==> src/rtl/fetch_buffered.sv <==
// rtl/fetch_buffered.sv - RV32 sequential fetch unit with prefetch queue
// Credit-based issue keeps every live I-cache response guaranteed a queue slot.
module fetch_buffered #(
  parameter logic [31:0] RESET_PC        = 32'h0000_0000,
  parameter int          FIFO_DEPTH      = 4,
  parameter int          MAX_OUTSTANDING = 2
) (
  input  logic        clk,
  input  logic        rst,
  input  logic        redir_i,
  input  logic [31:0] redir_pc_i,
  output logic        ic_req_valid_o,
  input  logic        ic_req_ready_i,
  output logic [31:0] ic_req_addr_o,
  input  logic        ic_rsp_valid_i,
  input  logic [31:0] ic_rsp_data_i,
  output logic        instr_valid_o,
  input  logic        instr_ready_i,
  output logic [31:0] instr_o,
  output logic [31:0] instr_pc_o,
  output logic [31:0] pc_q_o
);
  localparam int PW = $clog2(FIFO_DEPTH);
  localparam int CW = PW + 1;
  localparam int OW = 4;
  localparam logic [31:0] DEPTH_U = FIFO_DEPTH;
  localparam logic [31:0] MAXO_U  = MAX_OUTSTANDING;

  logic [31:0]   fetch_pc_q, fetch_pc_d, rsp_pc_q, rsp_pc_d;
  logic [OW-1:0] inflight_q, inflight_d, drop_cnt_q, drop_cnt_d, live;
  logic [CW-1:0] count_q, count_d;
  logic [PW-1:0] rd_ptr_q, rd_ptr_d, wr_ptr_q, wr_ptr_d;
  logic [63:0]   mem_q [FIFO_DEPTH];
  logic [31:0]   occ, redir_target;
  logic          req_fire, rsp_drop, enq, deq;

  assign live = inflight_q - drop_cnt_q;
  assign occ  = 32'(count_q) + 32'(live);

  assign ic_req_valid_o = !rst && !redir_i && (32'(inflight_q) < MAXO_U) && (occ < DEPTH_U);
  assign ic_req_addr_o  = fetch_pc_q;
  assign pc_q_o         = rst ? RESET_PC : fetch_pc_q;

  assign instr_valid_o = !rst && !redir_i && (count_q != '0);
  assign {instr_o, instr_pc_o} = (rst || count_q == '0) ? 64'h0 : mem_q[rd_ptr_q];

  assign req_fire     = ic_req_valid_o && ic_req_ready_i;
  assign rsp_drop     = ic_rsp_valid_i && (drop_cnt_q != '0);
  assign enq          = ic_rsp_valid_i && !rsp_drop && !redir_i;
  assign deq          = instr_valid_o && instr_ready_i;
  assign redir_target = {redir_pc_i[31:2], 2'b00};

  always_comb begin
    fetch_pc_d = fetch_pc_q;
    rsp_pc_d   = rsp_pc_q;
    inflight_d = inflight_q + OW'(req_fire) - OW'(ic_rsp_valid_i);
    drop_cnt_d = drop_cnt_q;
    count_d    = count_q;
    rd_ptr_d   = rd_ptr_q;
    wr_ptr_d   = wr_ptr_q;
    if (redir_i) begin
      // Everything still in flight after this cycle belongs to the old path.
      fetch_pc_d = redir_target;
      rsp_pc_d   = redir_target;
      drop_cnt_d = inflight_d;
      count_d    = '0;
      rd_ptr_d   = '0;
      wr_ptr_d   = '0;
    end else begin
      if (req_fire) fetch_pc_d = fetch_pc_q + 32'd4;
      if (rsp_drop) drop_cnt_d = drop_cnt_q - OW'(1);
      if (enq) begin
        rsp_pc_d = rsp_pc_q + 32'd4;
        wr_ptr_d = wr_ptr_q + PW'(1);
      end
      if (deq) rd_ptr_d = rd_ptr_q + PW'(1);
      count_d = count_q + CW'(enq) - CW'(deq);
    end
  end

  always_ff @(posedge clk) begin
    if (rst) begin
      fetch_pc_q <= RESET_PC;
      rsp_pc_q   <= RESET_PC;
      inflight_q <= '0;
      drop_cnt_q <= '0;
      count_q    <= '0;
      rd_ptr_q   <= '0;
      wr_ptr_q   <= '0;
    end else begin
      fetch_pc_q <= fetch_pc_d;
      rsp_pc_q   <= rsp_pc_d;
      inflight_q <= inflight_d;
      drop_cnt_q <= drop_cnt_d;
      count_q    <= count_d;
      rd_ptr_q   <= rd_ptr_d;
      wr_ptr_q   <= wr_ptr_d;
    end
  end

  always_ff @(posedge clk) begin
    if (!rst && enq) mem_q[wr_ptr_q] <= {ic_rsp_data_i, rsp_pc_q};
  end

  // A response with nothing in flight means the I-cache and this unit disagree.
  always_ff @(posedge clk) begin
    if (!rst && ic_rsp_valid_i) assert (inflight_q != '0);
  end
endmodule
==> config.mk <==
export PLATFORM = sky130hd
export DESIGN_NAME = fetch_buffered
export DESIGN_NICKNAME = d
export VERILOG_FILES = /design/src/rtl/fetch_buffered.sv
export SDC_FILE = /design/constraint.sdc
export NUM_CORES = 1
export LEC_CHECK = 0
export CAP_MARGIN = 20
export CORE_MARGIN = 3
export CORE_UTILIZATION = 45
export CTS_CLUSTER_SIZE = 24
export DETAILED_ROUTE_END_ITERATION = 8
export GPL_TIMING_DRIVEN = 0
export PLACE_DENSITY_LB_ADDON = 0.1
export SYNTH_ARGS = -nofsm -noshare
export SYNTH_HDL_FRONTEND = slang
export SYNTH_SLANG_ARGS = --single-unit
export TNS_END_PERCENT = 30
==> constraint.sdc <==
create_clock -name clk -period 3.7 [get_ports clk]
set_input_delay 0.74 -clock clk [delete_from_list [all_inputs] [get_ports clk]]
set_output_delay 0.74 -clock clk [all_outputs]
set_load 0.01 [all_outputs]
* After elaboration in Yosys (flattened, before gate mapping)
Memories as Yosys holds them, arrays and structs flattened. A register that Yosys moved wholly into a read port is not among the register bits. Index checks and enable logic that the tools add are counted.
Operators by class: $add $sub $neg 11, multiply operators 0, divide/modulo/power cells 0, order comparisons 2, equal/unequal tests 0, shift operators 0, muxes and demuxes 12, bitwise operators 0, reductions and logical operators 21
Operators by type and width (number):
- $mux W32 | 5
- $add A32 B3 Y32 const B | 2
- $mux W64 | 1
- $logic_and A1 B1 Y1 | 10
- $mux W4 | 2
- $reduce_bool A2 Y1 | 3
- $add A3 B4 Y5 | 1
- $lt A5 B3 Y1 const B | 1
- $add A2 B1 Y2 const B | 2
- $add A4 B1 Y4 | 1
- $lt A4 B2 Y1 const B | 1
- $mux W2 | 2
- $reduce_bool A4 Y1 | 1
- $sub A4 B1 Y4 | 1
- $sub A4 B1 Y4 const B | 1
- $sub A4 B4 Y4 | 1
- $add A3 B1 Y3 | 1
- $logic_not A1 Y1 | 3
- $logic_not A3 Y1 | 1
- $reduce_bool A3 Y1 | 1
- $sub A3 B1 Y3 | 1
- $mux W1 | 2
- $reduce_or A2 Y1 | 1
- $logic_or A1 B1 Y1 | 1
Word-level totals: register bits 79, latch bits 0, bits in writable memories 256, bits in read-only memories 0, input bits 70, output and inout bits 130, memories 1
Memory list:
- mem_q | depth 4, width 64, read ports 1, clocked after memory_dff 1, wr ports 1, line 33 | logic [63:0] mem_q [FIFO_DEPTH];

* Logic depth before layout (Yosys ltp)
depth in word-level cells 8, gate-level depth with buffers 20, depth with buffers taken out 18

* Least setup slack after synthesis
OpenSTA, ideal clock, no wires.
kind reg-to-reg, from register inflight_q[0], to register drop_cnt_q[2], setup time 116 ps, data arrival time 3744 ps, data required time 3584 ps, path slack -161 ps, stages on the path, launching flop included 20, buffers on the path 2, period minus slack after synthesis 3861 ps, cells stage by stage dfxtp_1 inv_1 ha_1 inv_1 fa_1 xor2_1 ha_1 nor3b_1 o2111ai_2 nor3_4 inv_2 buf_2 buf_2 ha_1 inv_1 ha_1 fa_1 xnor2_1 nand2_1 o211a_1
On the way: cells in the longest elaborated chain, start to end 8
Ends and longest elaborated chain:
- start, declared | line 30 | logic [OW-1:0] inflight_q, inflight_d, drop_cnt_q, drop_cnt_d, live;
- start signal, assigned | line 93 | inflight_q <= inflight_d;
- $sub A4 B4 Y4 | line 37 | assign live = inflight_q - drop_cnt_q;
- $add A3 B4 Y5 | line 38 | assign occ = 32'(count_q) + 32'(live);
- $lt A5 B3 Y1 | line 40 | assign ic_req_valid_o = !rst && !redir_i && (32'(inflight_q) < MAXO_U) && (occ < DEPTH_U);
- $logic_and A1 B1 Y1 | line 40
- $logic_and A1 B1 Y1 | line 47 | assign req_fire = ic_req_valid_o && ic_req_ready_i;
- $add A4 B1 Y4 * | line 56 | inflight_d = inflight_q + OW'(req_fire) - OW'(ic_rsp_valid_i);
- $sub A4 B1 Y4 * | line 56
- $mux W4 * | line 61 | if (redir_i) begin
- end signal, assigned | line 94 | drop_cnt_q <= drop_cnt_d;
- end, declared | line 30
Mark *: on every way between the ends. The rest lies on a longest branch, timed or not. A chain may end at the register's enable or synchronous reset.

* Worst setup path in the final report
Ends and elaborated chain as after synthesis.

==> metrics.cfg <==
[run_status]
run_status = completed

[setup_path]
setup.worst_path.start_class = flip-flop
worst_r2r_endpoint = drop_cnt_q[2]$_SDFFE_PP0P_
worst_path_max_delay_cell = fa_2
crit_top_cell = inv_2
r2r_start = inflight_q[0]$_SDFF_PP0_
cp-endpoint = drop_cnt_q[2]$_SDFFE_PP0P_
critPathKind = flip-flop to flip-flop
r2r_cells = 18
critPathLaunch = inflight_q[0]$_SDFF_PP0_
cp_max_fo = 5
rrSetupSlack_ps = 90
cp_cell_sequence = inv_2 -> ha_4 -> inv_2 -> fa_2 -> xor2_1 -> ha_1 -> nor3b_2 -> o2111ai_2 -> nor3_4 -> inv_2 -> buf_12 -> ha_4 -> inv_2 -> ha_4 -> fa_2 -> xnor2_2 -> nand2_1 -> o211a_1
end_kind = flip-flop
worstPathRequired_ps = 4090
max_stage_delay_ps = 370
crit_arrival_ps = 4010

[finish]
seq_area_sq_um = 8990
multi_input_area_sq_um = 4740
instances_no_fill = 1625
nNetsFinal = 1297
diodes = 0
area_growth_pct = 27.0
fill_cells = 2496
layout-drive-gt1-share_pct = 15.4

[floorplanning]
fp-row-count = 64
dieArea_sq_um = 33300
die_w_um = 183
io-pin-count = 200
dieHeight_um = 183
core_area_sq_um = 30700
start_util_pct = 45.7

[global_route]
met3_usage_pct = 3.63
grt-busiest-layer = met2
antenna_found_initial = 0
use_met2_pct = 33.8
gr-total-overflow = 0
grt_pass1_vias = 9320
grt_usage_pct = 21.1
grt_pass1_wl_um = 54500
grtUsageMet1_pct = 29.8
grt_max_degree = 48

[yosys]
synth_top_area_share_pct = 53.1
synth_warnings = 0
seq_area_frac_synth_pct = 64.1
async_flop_share_pct = 0
syn_area_per_cell_sq_um = 14.6
synth-edff-count = 248
yosys_most_used_dff = edfxtp_1
netlist_top_cells_area = edfxtp_1 (53%), dfxtp_1 (11%), mux4_2 (10%)
synthCells = 963
synth_cell_types = 60
ys_seq_elements = 325
syn_area_sq_um = 14000
synth_top_area_cell = edfxtp_1

[drt]
dr_total_vias = 8982
firstDrtPassIters = 5
drt-initial-drc-count = 531
drc_errors = 0
post_drt_via_cell_ratio = 5.53
antenna_left = 0
drt-wirelength-per-cell_um = 21.7
finalWirelength_um = 35300

[cts]
cts_root_buf = clkbuf_16
cts_tree = built
clk_pin_slew_ps = 60
htreeDepth = 2
clock_latency_ps = 500
clock_sinks = 325
cts_made_buffers = 34
clockBufferDepth = 3

[timing]
period_share_pct = 97.6
hold_viol_final = 0
rsz0062_at_grt = true
max_freq_ghz = 0.277
final.setup.worst_slack_ps = 89.0
fin_crit_ps = 3610
setup_viol = 0
worstMarginPinSlew_ps = 1070
skew_ps = 9.44
timing.slew.headroom_pct = 27.9
finalMaxSlewViolations = 0

[job]
maxCapViolCount = 0

[worst_hold_path]
hold_class = flip-flop to flip-flop

[place]
port_buffers = 191
gp_congestion = 0.867
place_ws_ps = -742
dpl.hpwl_um = 24200
place_inst = 1559

[power_and_ir_drop]
power_density_nw_per_um2 = 476
power_leakage_nw = 5.72
p_total_mw = 8.48
peakVddDrop_v = 0.000249

[worst max-delay path: cells and delay by family (launching register included)]
family	cells	cell delay (ps)
XOR/XNOR	2	330
AO/OA/AOI/OAI	2	330
AND/OR/NAND/NOR	3	600
flip-flops	1	340
buffers and inverters	5	380
adder cells (fa/ha/maj)	6	1540
[timing repair]
action / in CTS / in global routing
gates resized for setup: 12 / 34
hold buffers: 0 / 0
pin swaps: 2 / 11
endpoints found under the setup margin: 78 / 60
buffers inserted: 3 / 5
[worst min path at each step]
stage / slack (ps) / cells after the start / start / endpoint
floorplan: 480 / 0 / rsp_pc_q[31]$_SDFFE_PP0P_ / mem_q[0][31]$_DFFE_PP_
global placement: 510 / 2 / rd_ptr_q[1]$_SDFFE_PP0P_ / flip-flop
detailed placement: 530 / 0 / rsp_pc_q[31]$_SDFFE_PP0P_ / mem_q[0][31]$_DFFE_PP_
CTS: 530 / 0 / rsp_pc_q[31]$_SDFFE_PP0P_ / mem_q[0][31]$_DFFE_PP_
global route: 540 / 0 / rsp_pc_q[31]$_SDFFE_PP0P_ / mem_q[0][31]$_DFFE_PP_
finish: 530 / 0 / rsp_pc_q[31]$_SDFFE_PP0P_ / mem_q[0][31]$_DFFE_PP_
[stage by stage]
stage	area, sq um	setup TNS [ps]	hold slack, ps	utilization, %
after global placement	16500	-460860	506	53.7
after detailed placement	16600	-35770	525	54.1
after CTS	17700	-57.4	528	57.7
after floorplan	14100	0	481	-
final	17800	0	533	58.1
after global routing	17800	-102	543	58.1
[placed cells by master (no fill, tap or decap), types with 15 or more instances in the layout]
cell             netlist  final
clkdlybuf4s50_1        0    190
a31oi_1               20     20
nand2_1               44     44
mux4_2                62     62
ha_1                  20     17
nor3_1                15     15
clkbuf_1              37     21
inv_1                 25     21
nand4_1               16     16
nand3_1               24     24
dfxtp_1               77     75
nor2_1                42     42
clkbuf_2               0     18
clkbuf_16              0     35
xnor2_1               34     33
or3_1                 15     15
nor2b_1               93     93
edfxtp_1             248    248
[area by class of cell]
cell class              instances  share of cell area (%)
clock inverters                19                   0.843
well taps                     396                    2.78
clock buffers                  42                    5.23
flip-flops and latches        325                    50.5
multi-input cells             554                    26.6
inverters                      26                   0.548
plain buffers                  60                    1.79
repair buffers                203                    11.7
[cell usage after synthesis (all sizes together), types with 2 or more instances]
| library cell | n |
|---|---|
| xnor2 | 34 |
| and2 | 9 |
| xor2 | 6 |
| or3 | 15 |
| o21ai | 8 |
| nor4 | 10 |
| inv | 26 |
| a21oi | 13 |
| mux4 | 62 |
| nor3 | 16 |
| nor2 | 42 |
| a31oi | 20 |
| o21a | 7 |
| a21boi | 14 |
| nor4b | 2 |
| dfxtp | 77 |
| and4 | 5 |
| o311ai | 8 |
| and3 | 11 |
| clkbuf | 37 |
| edfxtp | 248 |
| o211a | 2 |
| mux2i | 2 |
| a211oi | 14 |
| a311oi | 4 |
| fa | 3 |
| buf | 26 |
| a32oi | 8 |
| nor3b | 3 |
| nand3 | 24 |
| ha | 20 |
| or4 | 7 |
| nand2 | 44 |
| o31a | 6 |
| nor2b | 93 |
| nand4 | 17 |
| o211ai | 6 |
[logic make-up after synthesis]
logic type,after synthesis,synth area share [%]
simple gates,304,12.2
other cells,1,0.0267
buf+inv,89,2.76
fa+ha+maj,23,2.21
compound gates,116,6.00
xor+xnor,40,2.50
flops,325,64.1
mux,65,10.2
[state kept, by name, summed over array words and instances, names as in the netlist, named ones only]
register,flops
wr_ptr_q,2
rd_ptr_q,2
drop_cnt_q,4
ic_req_addr_o,30
mem_q,248
count_q,3
rsp_pc_q,30
inflight_q,4
[per-layer routing]
metal,routed length (um),part of all wire [%],up-vias
met5,0,0,-
met4,905,2.6,0
met3,2330,6.6,50
li1,-,-,4158
met1,15400,44,4415
met2,16700,47,359
[where the power goes]
part           total [mW]  leakage [nW]  switching (mW)  internal [mW]
registers            4.19          2.89           0.133           4.05
clock network        3.29         0.537            1.35           1.94
logic               0.999          2.29           0.510          0.489
(Power assumes the default switching activity.)
